## src/rtl/gearbox_pkg.sv

```systemverilog
// Shared widths and out_data field layout for the 16-bit-word to 256-bit-line gearbox.
package gearbox_pkg;
  localparam int IN_W           = 24;
  localparam int LINE_W         = 256;
  localparam int BV_W           = 32;
  localparam int WORD_W         = 16;
  localparam int WORDS_PER_LINE = 16;
  localparam int CNT_W          = 4;
  localparam int OUT_W          = LINE_W + BV_W;

  // out_data = {line, byte_valid}
  localparam int OUT_LINE_MSB = OUT_W - 1;
  localparam int OUT_LINE_LSB = BV_W;
  localparam int OUT_BV_MSB   = BV_W - 1;
  localparam int OUT_BV_LSB   = 0;

  typedef logic [OUT_W-1:0] out_word_t;

  function automatic out_word_t pack_line(input logic [LINE_W-1:0] line,
                                          input logic [BV_W-1:0] bv);
    return {line, bv};
  endfunction
endpackage

```

## src/rtl/gearbox_out_reg.sv

```systemverilog
// One-entry valid/ready output register with a single pending slot behind it.
module gearbox_out_reg
  import gearbox_pkg::*;
(
  input  logic      clock,
  input  logic      rst,
  input  out_word_t line_in,
  input  logic      line_vld,
  output logic      busy,
  output out_word_t out_data,
  output logic      out_valid,
  input  logic      out_ready
);

  out_word_t pend_data;
  logic      pend_vld;
  logic      room;

  assign room = !out_valid || out_ready;
  assign busy = pend_vld;

  always_ff @(posedge clock) begin
    if (rst) begin
      out_valid <= 1'b0;
      out_data  <= '0;
      pend_vld  <= 1'b0;
    end else if (room) begin
      if (pend_vld) begin
        out_data  <= pend_data;
        out_valid <= 1'b1;
        pend_vld  <= line_vld;
      end else if (line_vld) begin
        out_data  <= line_in;
        out_valid <= 1'b1;
      end else begin
        out_valid <= 1'b0;
      end
    end else if (line_vld) begin
      pend_vld <= 1'b1;
    end
  end

  // Pending slot only captures when the line cannot go straight to the output.
  always_ff @(posedge clock) begin
    if ((room && pend_vld && line_vld) || (!room && line_vld))
      pend_data <= line_in;
  end

endmodule

```

## src/rtl/gearbox_24in_256out.sv

```systemverilog
// Packs 16-bit words into 256-bit lines with byte-valid mask.
// Optional GB_IDLE_FLUSH_EN flushes a partial line after IDLE_TIMEOUT idle cycles.
module gearbox_24in_256out
  import gearbox_pkg::*;
#(
  parameter int IDLE_TIMEOUT = 256
) (
  input  logic             clock,
  input  logic             rst,
  input  logic [IN_W-1:0]  in_data,
  input  logic             in_valid,
  output logic             in_ready,
  input  logic             in_last,
  input  logic             flush_in,
  output logic [OUT_W-1:0] out_data,
  output logic             out_valid,
  input  logic             out_ready
);

  logic [CNT_W-1:0]  cnt;
  logic [LINE_W-1:0] acc_line;
  logic [LINE_W-1:0] line_next;
  logic [BV_W-1:0]   acc_bv;
  logic [BV_W-1:0]   bv_next;
  logic              accept;
  logic              busy;
  logic              idle_fire;
  logic              complete;
  out_word_t         line_pkt;
  logic              unused_bits;

  assign unused_bits = ^{in_data[IN_W-1:WORD_W], IDLE_TIMEOUT[15:0]};

  assign in_ready = !rst && !busy;
  assign accept   = in_valid && in_ready;

  // Merge the accepted word into the partial line so the completing word is included.
  always_comb begin
    line_next = acc_line;
    bv_next   = acc_bv;
    if (accept) begin
      line_next[LINE_W-1-WORD_W*int'(cnt) -: WORD_W] = in_data[WORD_W-1:0];
      bv_next[BV_W-1-2*int'(cnt) -: 2]               = 2'b11;
    end
  end

  assign complete = (accept && ((cnt == CNT_W'(WORDS_PER_LINE - 1)) || in_last))
                 || (flush_in && !busy && ((cnt != '0) || accept))
                 || idle_fire;

  assign line_pkt = pack_line(line_next, bv_next);

  always_ff @(posedge clock) begin
    if (rst || complete) begin
      cnt      <= '0;
      acc_line <= '0;
      acc_bv   <= '0;
    end else if (accept) begin
      cnt      <= cnt + 1'b1;
      acc_line <= line_next;
      acc_bv   <= bv_next;
    end
  end

`ifdef GB_IDLE_FLUSH_EN
  logic [15:0] idle_cnt;

  always_ff @(posedge clock) begin
    if (rst || accept || complete || (cnt == '0))
      idle_cnt <= '0;
    else if (idle_cnt != 16'hFFFF)
      idle_cnt <= idle_cnt + 1'b1;
  end

  assign idle_fire = (cnt != '0) && !accept && !busy
                  && (idle_cnt == 16'(IDLE_TIMEOUT - 1));
`else
  assign idle_fire = 1'b0;
`endif

  gearbox_out_reg u_out_reg (
    .clock     (clock),
    .rst       (rst),
    .line_in   (line_pkt),
    .line_vld  (complete && !rst),
    .busy      (busy),
    .out_data  (out_data),
    .out_valid (out_valid),
    .out_ready (out_ready)
  );

endmodule
```

## config.mk

```make
export PLATFORM = sky130hd
export DESIGN_NAME = gearbox_24in_256out
export DESIGN_NICKNAME = d
export VERILOG_FILES = /design/src/rtl/gearbox_pkg.sv /design/src/rtl/gearbox_out_reg.sv /design/src/rtl/gearbox_24in_256out.sv
export SDC_FILE = /design/constraint.sdc
export NUM_CORES = 2
export LEC_CHECK = 0
export BUFFER_PORTS_ARGS = -buffer_cell sky130_fd_sc_hd__buf_2
export CAP_MARGIN = 0
export CORE_ASPECT_RATIO = 2
export CORE_UTILIZATION = 53
export CTS_CLUSTER_SIZE = 8
export DETAILED_ROUTE_END_ITERATION = 8
export MAX_ROUTING_LAYER = met4
export PLACE_DENSITY = 0.88
export SLEW_MARGIN = 20
export SYNTH_ARGS = -nofsm -noshare
export SYNTH_HDL_FRONTEND = slang
export SYNTH_SLANG_ARGS = --single-unit
```

## constraint.sdc

```tcl
create_clock -name clock -period 23 [get_ports clock]
set_input_delay 3.45 -clock clock [delete_from_list [all_inputs] [get_ports clock]]
set_output_delay 3.45 -clock clock [all_outputs]
set_load 0.01 [all_outputs]
```

==> impl_metrics.yaml <==
clock_tree:
  cts_buffers: 118
  ctsResizeCount: 0
  clk_latency_ns: 0.68
  path_clk_slew_ns: 0.05
  root_buffer: "clkbuf_16"
  cts_buffer_depth: 3
  cts.sinks: 870
  hold_buffers: 0
  postCtsSetupBuffers: 0
  cts_max_level: 3
  cts_tree: "yes"
synthesis:
  netlist_top_cells_area: "dfxtp_1, edfxtp_1, mux2i_1"
  synth_cells: 2951
  syn_area_um2: 32400
  synth_top_area_cell: "dfxtp_1"
  yosysMostFrequentCell: "dfxtp_1"
  async_flop_share_pct: 0
  ys_seq_elements: 870
  synth_cell_types: 41
  synth_ff_type: "dfxtp_1"
  yosys_warnings: 0
  syn_avg_cell_area_um2: 11.0
  synth_top_area_share_pct: 36.0
  synthTopCellsByCount: "dfxtp_1, nor2_1, nand2_1, edfxtp_1, inv_1"
  synth-edff-count: 288
  yosysSeqAreaShare_pct: 62.7
  syn_nets: 2987
power_and_ir_drop:
  ir_worst_vdd_mv: 0.0779
  p_int_mw: 2.57
  powerDensity_nw_per_um2: 87.1
  p_total_mw: 3.27
  power_frac_seq_pct: 48.6
  comb_power_share_pct: 2.6
  p_leak_nw: 17.7
  p_sw_share_pct: 21.6
  clockPowerShare_pct: 48.8
  power_switching_uw: 705
placement:
  io_buffers: 311
  dp_hpwl_mm: 50.0
  dpl_worst_slack_ns: 14.96
  place.gp.congestion: 0.845
  dp_cells: 3871
timing:
  fin_ws_ns: 15.36
  fmax_ghz: 0.131
  tns_ns: 0
  layout_min_cycle_time_ns: 7.64
  relSlewSlack_pct: 28.8
  worstMarginPinSlew_ns: 1.07
  fin_worst_skew_ns: 0.0189
  setup_violations: 0
  rsz0062_at_grt: "no"
  report.final.slew_viol_count: 0
  period_share_pct: 33.2
  hold_viol_final: 0
run:
  cap_violations: 0
detailed_routing:
  drc: 0
  ant_nets: 0
  dr.first_iter.drc_count: 1544
  via_count: 22400
  dr.pass1.iters: 5
  routedWlPerCell_um: 20.3
  wl_mm: 82.8
  viasPerCell: 5.49
worst_setup_path:
  critPathMaxFanout: 22
  path_buf_inv: 2
  start_kind: "input pin"
  crit_slowest_cell: "buf_2"
  arrival_ns: 4.19
  cp_common_cell: "buf_2"
  crit_path_cell_trace: "buf_2 -> nor2_1 -> buf_2"
  cp_top_family: "buffers and inverters"
  slowest_delay_ns: 0.47
  critPathKind: "input pin to output pin"
  worstPathRequired_ns: 19.55
  endpoint_kind: "output pin"
global_routing:
  grt_max_degree: 126
  antenna_found_initial: 4
  grt_overflow: 0
  grt_pass1_wl_mm: 125
  grt_use_total_pct: 27.2
  first_global_vias: 22400
final_layout:
  layout.nets: 3253
  syn_to_final_growth_pct: 16.0
  drive_gt1_share_pct: 14.6
  final_cells: 4091
  final_core_util_pct: 62.5
die:
  die_width_um: 177
  rows: 127
  fp.coreArea_um2: 60100
  die_h_um: 351
  io_pins: 320
  start_util_pct: 53.9
  dieArea_um2: 62100
outcome:
  outcome: "finished clean"
min_path:
  hp-class: "register to register"
-- power by group through the flow --
stage	Sequential (mW)	Combinational, mW	Clock (mW)
after floorplan	1.62	0.0593	0
after global placement	1.62	0.0830	0
after detailed placement	1.62	0.0838	0
after CTS	1.59	0.0846	1.61
after global routing	1.59	0.0905	1.68
final	1.59	0.0849	1.59
-- cell usage in the layout, fill, tap and decap left out, drive strengths merged, types with 5 or more instances in the layout --
cell type,instances
o211ai,5
clkbuf,208
edfxtp,288
o21ai,279
ha,6
and2,82
nand3,6
nor2b,13
nand2b,14
dfxtp,582
a21oi,18
diode,6
inv,290
nor2,318
nand2,290
mux2i,260
a22o,278
buf,342
-- worst register-to-register path: stages (launching register included) --
cell      delay [ns]
dfxtp_4         0.97
buf_4           0.70
o211ai_2        0.29
nor2_4          0.73
buf_4           0.88
buf_4           0.92
a22o_1          0.33
-- sequential cells by signal (all words and copies together) (netlist names) --
signal	flops
u_out_reg.out_data	288
u_out_reg.pend_data	288
acc_line	256
acc_bv	32
cnt	4
u_out_reg.busy	1
u_out_reg.out_valid	1
-- metal layers --
| layer | GRT usage, % | vias up | routed length [um] |
|---|---|---|---|
| li1 | - | 10600 | - |
| met1 | 30.8 | 10800 | 31900 |
| met2 | 44.0 | 870 | 39800 |
| met3 | 6.08 | 218 | 6260 |
| met4 | 16.2 | 0 | 4890 |
| met5 | - | - | 0 |
-- cell type report --
| cell class | count | area [um^2] |
|---|---|---|
| well taps | 774 | 968 |
| diodes | 6 | 15.0 |
| multi-input cells | 1599 | 9980 |
| repair buffers | 342 | 1800 |
| clock inverters | 6 | 92.6 |
| flip-flops and latches | 870 | 20300 |
| fillers | 4526 | 22500 |
| clock buffers | 208 | 3310 |
| inverters | 286 | 1070 |
-- final timing paths --
check,to,depth (start not counted),from,slack [ns]
worst max-delay path,in_ready,3,rst,15.36
worst min-delay path,u_out_reg.out_data[28]$_SDFFE_PP0P_,1,u_out_reg.out_data[28]$_SDFFE_PP0P_,0.46
worst max register to register,u_out_reg.out_data[203]$_SDFFE_PP0P_,6,u_out_reg.busy$_SDFFE_PP0P_,18.11
worst min register to register,u_out_reg.out_data[28]$_SDFFE_PP0P_,1,u_out_reg.out_data[28]$_SDFFE_PP0P_,0.46
-- cell families after synthesis --
group,share of synthesized area (%)
flip-flops,62.7
buffers and inverters,6.50
XOR/XNOR,0.0541
multiplexers,8.04
AND/OR/NAND/NOR,9.79
AO/OA/AOI/OAI,12.6
adder cells (fa/ha/maj),0.232
-- per-stage QoR --
stage	hold WS, ns	cell area (um^2)
floorplan	0.447	32400
global placement	0.441	34100
detailed placement	0.449	34100
CTS	0.462	37500
global route	0.479	37500
finish	0.460	37500
Note: power is estimated with default switching activity, not from simulation.
